`config.mk`:
```
export PLATFORM = sky130hd
export DESIGN_NAME = record_tx_arbiter
export DESIGN_NICKNAME = d
export VERILOG_FILES = /design/src/rtl/record_tx_arbiter.sv
export SDC_FILE = /design/constraint.sdc
export NUM_CORES = 1
export LEC_CHECK = 0
export CAP_MARGIN = 20
export CORE_MARGIN = 4
export CORE_UTILIZATION = 46
export DETAILED_ROUTE_END_ITERATION = 10
export GPL_TIMING_DRIVEN = 0
export HOLD_SLACK_MARGIN = 0.15
export PLACE_DENSITY = 0.92
export SKIP_LAST_GASP = 1
export SLEW_MARGIN = 10
export SYNTH_ARGS = -nofsm -noshare
export SYNTH_HDL_FRONTEND = slang
export SYNTH_SLANG_ARGS = --single-unit
```
`constraint.sdc`:
```
create_clock -name clk -period 1.75 [get_ports clk]
set_input_delay 0.175 -clock clk [delete_from_list [all_inputs] [get_ports clk]]
set_output_delay 0.175 -clock clk [all_outputs]
set_load 0.05 [all_outputs]
```
`src/rtl/record_tx_arbiter.sv`:
```
// record_tx_arbiter
// Picks one of two 48-bit record FIFOs, reads one record and sends it to a
// byte-wide UART, most significant byte first. Between the two sources the
// choice alternates whenever both have data.
//
// Build option: define RECORD_TX_SYNC_HEADER_EN to send SYNC_BYTE ahead of
// every record (7 bytes per record instead of 6).
//
// Handshakes:
//   FIFO side: recN_rdreq is a single-cycle read strobe. The FIFO is
//     non-showahead, so recN_data is valid on the cycle after the strobe.
//     A strobe is only raised for a non-empty source, and never for both
//     sources together.
//   UART side: tx_dv is a single-cycle send strobe. It is raised only while
//     tx_active is low. tx_byte holds its value until the next send. Each
//     byte is complete when tx_done pulses, and tx_done is only acted on
//     while waiting for that completion.
module record_tx_arbiter #(
   parameter logic [7:0] SYNC_BYTE = 8'hA5
) (
   input  logic        clk,
   input  logic        reset,
   input  logic        enable,
   input  logic        rec0_empty,
   input  logic        rec1_empty,
   output logic        rec0_rdreq,
   output logic        rec1_rdreq,
   input  logic [47:0] rec0_data,
   input  logic [47:0] rec1_data,
   output logic        tx_dv,
   output logic [7:0]  tx_byte,
   input  logic        tx_active,
   input  logic        tx_done,
   output logic        busy,
   output logic        last_grant,
   output logic [15:0] rec_count,
   output logic [2:0]  state_dbg
);

   localparam logic [2:0] ST_IDLE  = 3'd0;
   localparam logic [2:0] ST_READ  = 3'd1;
   localparam logic [2:0] ST_LATCH = 3'd2;
   localparam logic [2:0] ST_SEND  = 3'd3;
   localparam logic [2:0] ST_WAIT  = 3'd4;

`ifdef RECORD_TX_SYNC_HEADER_EN
   localparam logic [2:0] LAST_IDX = 3'd6;
`else
   localparam logic [2:0] LAST_IDX = 3'd5;
`endif

   logic [2:0]  state_q, state_d;
   logic        rd0_q, rd0_d;
   logic        rd1_q, rd1_d;
   logic        tx_dv_q, tx_dv_d;
   logic [7:0]  tx_byte_q, tx_byte_d;
   logic        busy_q, busy_d;
   logic        last_grant_q, last_grant_d;
   logic [15:0] rec_count_q, rec_count_d;
   logic [47:0] hold_q, hold_d;
   logic [2:0]  byte_idx_q, byte_idx_d;
   logic        grant_sel;
   logic [2:0]  data_idx;
   logic [7:0]  cur_byte;

`ifndef RECORD_TX_SYNC_HEADER_EN
   // Without the header the sync byte has no consumer.
   logic [7:0] unused_sync;
   assign unused_sync = SYNC_BYTE;
`endif

   // Select the byte for the current index: the optional header first, then the data bytes from the top down.
   always_comb begin
      cur_byte = 8'h00;
`ifdef RECORD_TX_SYNC_HEADER_EN
      data_idx = byte_idx_q - 3'd1;
`else
      data_idx = byte_idx_q;
`endif
      case (data_idx)
         3'd0:    cur_byte = hold_q[47:40];
         3'd1:    cur_byte = hold_q[39:32];
         3'd2:    cur_byte = hold_q[31:24];
         3'd3:    cur_byte = hold_q[23:16];
         3'd4:    cur_byte = hold_q[15:8];
         3'd5:    cur_byte = hold_q[7:0];
         default: cur_byte = 8'h00;
      endcase
`ifdef RECORD_TX_SYNC_HEADER_EN
      if (byte_idx_q == 3'd0) cur_byte = SYNC_BYTE;
`endif
   end

   // Next-state and registered-output logic of the arbiter FSM.
   always_comb begin
      state_d      = state_q;
      rd0_d        = 1'b0;
      rd1_d        = 1'b0;
      tx_dv_d      = 1'b0;
      tx_byte_d    = tx_byte_q;
      last_grant_d = last_grant_q;
      rec_count_d  = rec_count_q;
      hold_d       = hold_q;
      byte_idx_d   = byte_idx_q;
      // With both sources ready, take the one not served last. Otherwise take whichever one has data.
      grant_sel    = (!rec0_empty && !rec1_empty) ? ~last_grant_q : rec0_empty;
      case (state_q)
         ST_IDLE: begin
            if (enable && (!rec0_empty || !rec1_empty)) begin
               last_grant_d = grant_sel;
               rd0_d        = ~grant_sel;
               rd1_d        = grant_sel;
               state_d      = ST_READ;
            end
         end
         ST_READ: state_d = ST_LATCH;
         ST_LATCH: begin
            hold_d     = last_grant_q ? rec1_data : rec0_data;
            byte_idx_d = 3'd0;
            state_d    = ST_SEND;
         end
         ST_SEND: begin
            if (!tx_active) begin
               tx_dv_d   = 1'b1;
               tx_byte_d = cur_byte;
               state_d   = ST_WAIT;
            end
         end
         ST_WAIT: begin
            if (tx_done) begin
               byte_idx_d = byte_idx_q + 3'd1;
               if (byte_idx_q == LAST_IDX) begin
                  rec_count_d = rec_count_q + 16'd1;
                  state_d     = ST_IDLE;
               end else begin
                  state_d = ST_SEND;
               end
            end
         end
         default: state_d = ST_IDLE;
      endcase
      busy_d = (state_d != ST_IDLE);
   end

   // State and output registers. Reset drops any partial record.
   always_ff @(posedge clk or negedge reset) begin
      if (!reset) begin
         state_q      <= ST_IDLE;
         rd0_q        <= 1'b0;
         rd1_q        <= 1'b0;
         tx_dv_q      <= 1'b0;
         tx_byte_q    <= 8'h00;
         busy_q       <= 1'b0;
         last_grant_q <= 1'b1;
         rec_count_q  <= 16'h0000;
         hold_q       <= 48'h0;
         byte_idx_q   <= 3'd0;
      end else begin
         state_q      <= state_d;
         rd0_q        <= rd0_d;
         rd1_q        <= rd1_d;
         tx_dv_q      <= tx_dv_d;
         tx_byte_q    <= tx_byte_d;
         busy_q       <= busy_d;
         last_grant_q <= last_grant_d;
         rec_count_q  <= rec_count_d;
         hold_q       <= hold_d;
         byte_idx_q   <= byte_idx_d;
      end
   end

   assign rec0_rdreq = rd0_q;
   assign rec1_rdreq = rd1_q;
   assign tx_dv      = tx_dv_q;
   assign tx_byte    = tx_byte_q;
   assign busy       = busy_q;
   assign last_grant = last_grant_q;
   assign rec_count  = rec_count_q;
   assign state_dbg  = state_q;

endmodule
```
* Word-level counts from Yosys, hierarchy flattened
Index checks and enable logic that the tools add are counted.
** Cells by class
- Add/subtract/negate cells :: 2
- Equal/unequal tests :: 10
- Muxes and demuxes :: 16
- Bitwise operators :: 3
- Reductions and logical operators :: 13
** Operator list (count)
- $mux W48 :: 1
- $pmux W8 S6 :: 1
- $add A16 B1 Y16 const B :: 1
- $pmux W3 S5 :: 1
- $eq A3 B2 Y1 const B :: 4
- $mux W3 :: 4
- $eq A3 B3 Y1 const B :: 3
- $mux W1 :: 7
- $eq A3 B1 Y1 const B :: 2
- $logic_not A3 Y1 :: 2
- $pmux W3 S2 :: 1
- $reduce_and A2 Y1 :: 3
- $add A3 B1 Y3 const B :: 1
- $not A1 Y1 :: 3
- $reduce_and A3 Y1 :: 1
- $reduce_bool A3 Y1 :: 1
- $logic_and A1 B1 Y1 :: 2
- $logic_not A1 Y1 :: 2
- $mux W2 :: 1
- $ne A2 B2 Y1 const B :: 1
- $reduce_bool A2 Y1 :: 1
- $logic_or A1 B1 Y1 :: 1
** Storage, ports and cells
- Register bits after elaboration :: 83
- Input bits :: 103
- Output and inout port bits :: 32
- Logic and storage cells :: 54

* Depth between registers and ports, before layout
- Word-level depth :: 6
- Mapped depth :: 8
- Gate-level depth less buffers :: 6

* Worst setup path after synthesis
OpenSTA, ideal clock, no wires.
- Path kind :: reg-to-reg
- From :: reg rec_count_q[3] (netlist: rec_count[3])
- To :: reg rec_count_q[12] (netlist: rec_count[12])
- Setup time :: 0.141 ns
- Arrival time :: 1.563 ns
- Data required time :: 1.609 ns
- Slack :: 0.046 ns
- Stages on the path, launching flop included :: 6
- Path buffers :: 1
- Clock period less this slack :: 1.704 ns
- Cell sequence :: dfrtp_1 -> and3_1 -> and3_1 -> clkbuf_1 -> nand4_1 -> xnor2_1
** Between the ends
- Word-level cells in the longest chain between the ends :: 1
** Ends and longest elaborated chain
- start, declared :: line 59 : logic [15:0] rec_count_q, rec_count_d;
- start signal, assigned :: line 166 : rec_count_q <= rec_count_d;
- $add A16 B1 Y16 :: line 133 : rec_count_d = rec_count_q + 16'd1;
Every way passes these cells.
A chain may end at the register's enable or synchronous reset.

* Final worst setup path
- From :: reg tx_dv_q (netlist: tx_dv)
- To :: out tx_dv
** RTL lines
- start, declared :: line 55 : logic tx_dv_q, tx_dv_d;
- start signal, assigned :: line 162 : tx_dv_q <= tx_dv_d;
- end, declared :: line 30 : output logic tx_dv,
No word-level cell between the ends.

==> results <==
## metrics by stage
| stage | cell area, µm² | hold WS [ns] | power (mW) | TNS (ns) |
|---|---|---|---|---|
| global placement | 5570 | 0.459 | 7.00 | -181.18 |
| global route | 5800 | 0.356 | 8.99 | -0.0197 |
| detailed placement | 5590 | 0.188 | 7.20 | -0.499 |
| CTS | 5760 | 0.343 | 8.42 | -0.0733 |
| floorplan | 4090 | -0.121 | 5.81 | 0 |
| finish | 5800 | 0.344 | 8.45 | 0 |
## worst max-delay path by stage
stage / cells past startpoint / to / slack [ns] / startpoint
after floorplan: 5 / rec_count[12]$_DFFE_PN0P_ / 0.05 / rec_count[3]$_DFFE_PN0P_
after global placement: 1 / hold_q[27]$_DFFE_PN0P_ / -2.20 / reset
after detailed placement: 5 / rec_count[5]$_DFFE_PN0P_ / -0.08 / tx_done
after CTS: 7 / tx_byte[1]$_DFFE_PN0P_ / -0.07 / byte_idx_q[0]$_DFFE_PN0P_
after global routing: 7 / tx_byte[5]$_DFFE_PN0P_ / -0.02 / byte_idx_q[1]$_DFFE_PN0P_
final: 1 / tx_dv / 0.06 / tx_dv$_DFF_PN0_
## layout make-up
cell class,count,area share (%)
multi-input combinational,275,32.7
tap,108,2.33
timing repair buffer,137,23.8
buffer,21,1.96
clock inverter,7,0.928
clock buffer,9,2.14
inverter,5,0.324
sequential,83,35.8
## registers in the layout, indices dropped and copies added, names as in the netlist
name and cells:
last_grant 1, tx_dv 1, rec_count 16, rec0_rdreq 1, tx_byte 8, busy 1, hold_q 48, byte_idx_q 3
rec1_rdreq 1, state_dbg 3
## routing by layer
| layer | GRT usage (%) | wire length [µm] |
|---|---|---|
| met5 | 0 | 0 |
| met4 | 8.88 | 360 |
| met3 | 5.73 | 968 |
| met2 | 38.8 | 5690 |
| met1 | 27.1 | 4390 |
## report_power, final
group	total, mW	leakage, nW	switching (mW)	internal, mW
Clock	1.26	0.0818	0.734	0.521
Combinational	4.08	1.59	2.43	1.65
Sequential	3.11	0.969	0.470	2.64
Total	8.45	2.64	3.64	4.81
## synth_stat cells (all sizes together)
cell,instances
a211oi,1
a22oi,3
buf,20
or2,2
dfstp,1
nor2b,2
nand3,7
xnor2,11
nand3b,2
a21oi,55
nand2,14
a32o,1
o31ai,1
nand4b,1
o21bai,1
and4,1
nand4bb,1
dfrtp,82
mux2i,48
a21o,1
a22o,3
clkbuf,4
a31oi,5
nand4,3
a222oi,5
o21ai,6
and3,7
mux2,13
ha,6
xor2,4
nor3,2
nand2b,4
a32oi,2
a221oi,1
inv,5
nor2,62
## cells by family (layout without fill, tap and decap cells)
kind of cell	after synthesis	after routing	synth area share (%)
xor gates and xnor gates	15	15	3.21
and+or+nand+nor	108	108	13.1
AOI/OAI and AO/OA	85	85	12.3
buffers and inverters	29	179	3.45
muxes	61	61	15.3
adders and majority gates	6	6	1.83
DFF	83	83	50.8
## timing repair
item                                   CTS  global route
pin swaps                                1             2
hold buffers                             1             0
gates resized for setup                 19            19
setup endpoints to repair               31            71
buffers inserted                         1             0
endpoints found under the hold margin   41             0
==> results by group <==
Floorplanning
  • Row count: 34
  • Die width: 102 µm
  • I/O Pins: 135
  • DIE AREA: 10500 µm²
  • Initial Util: 47.2%
  • Area of the core: 8680 µm²
  • Die height: 102 µm

STA
  • Worst setup margin: 0.0634 ns
  • Final hold violation count: 0
  • Final Setup Violations: 0
  • Minimum clock period: 1.69 ns
  • Slew margin rel.: 63.2%
  • Final Skew: 0.00847 ns
  • Slew Viols, Final: 0
  • Worst Max-Slew Pin Slew: 0.552 ns
  • Fmax: 0.593 GHz
  • RSZ-0062 raised after global routing: yes
  • Fin crit share: 96.4%

Critical path
  • Largest stage delay on the critical path: 0.80 ns
  • WP data required: 1.57 ns
  • R2r setup slk: 0.07 ns
  • Max Fanout on Critical Path: 1
  • CP max-delay cell: clkdlybuf4s50_1
  • Cells along the critical path: clkdlybuf4s50_1
  • Reg-to-Reg End: tx_byte[5]$_DFFE_PN0P_
  • RR Startpoint: byte_idx_q[1]$_DFFE_PN0P_
  • Critical path's top delay family: buffers and inverters
  • Worst Path Buf+Inv: 1
  • Crit path kind: flip-flop to primary output
  • R2R depth: 7
  • Arr. time, crit path: 1.51 ns
  • Critical path startpoint category: flip-flop
  • Crit path capture type: primary output

Power and ir drop
  • VDD IR max: 0.000760 V
  • Pwr/cell area: 1460 nW/µm²
  • Leak Pwr: 2.64 nW

Yosys
  • Post-synthesis sequential area ratio: 50.8%
  • Yosys Warn Count: 0
  • Register bit total from synthesis: 83
  • Area contributors post-synth: dfrtp_1 (50%), mux2i_1 (12%), a21oi_1 (6.7%), nor2_1 (5.5%), mux2_2 (3.6%)
  • Post-synthesis cell count: 387
  • Netlist cell types: 39
  • Mapped Nets: 496
  • Avg Synthesized Cell Area: 10.6 µm²
  • Yosys top cell by area: dfrtp_1
  • Synth top area share: 50.1%
  • Post-Synthesis Cell Area: 4090 µm²

CTS
  • Clock latency on the worst-skew pair: 0.36 ns
  • CTS Sinks: 83
  • Clk root buf: clkbuf_8
  • Num CTS Buffers: 9
  • Clock tree buffer depth: 2
  • Clock-pin slew on the worst setup and hold paths: 0.08 ns
  • H-tree depth: 3
  • CTS tree: done

Finish
  • Fillers: 661
  • Most frequent cells in the layout: clkdlybuf4s50_1 (105), dfrtp_1 (81), nor2_1 (60), a21oi_1 (55), mux2i_1 (48)
  • Area delta synth->final: 41.7%
  • Non-filler cells, final: 645
  • Fin util: 66.8%
  • Commonest non-fill, non-tap cell in the layout: clkdlybuf4s50_1
  • Layout Nets: 641
  • Share of cells above drive strength 1: 12.3%
  • Antenna diode count: 0
  • Area taken by multi-input logic gates: 1900 µm²
  • Seq. cell area: 2080 µm²

Route
  • WL/cell: 17.7 µm
  • Average vias per placed instance: 5.57
  • Vias: 3593
  • Post-route DRC violation count: 0
  • WL final: 11400 µm
  • Antenna-violating nets left: 0
  • Pre-antenna DRT Iters: 6
  • Detailed Route Iter0 Violations: 214

GRT
  • Vias in the first global route: 3810
  • Largest net degree at the start of global routing: 43
  • Initial antenna violation count: 0
  • GR Util All Layers: 22.6%
  • Global-route wire length before repair: 18200 µm
  • Grt total ovfl: 0

Job
  • Max cap viols: 0

Placed design
  • Cells after DPL: 630
  • Port Buffers: 134
  • HPWL after detailed placement: 8800 µm
  • GP Congestion: 0.895
  • Pre-CTS WS: -0.0758 ns

Hold path
  • Hold Crit Class: input port to async pin

Outcome
  • Status: complete, no violations
Power figures use the tool's default switching activity.
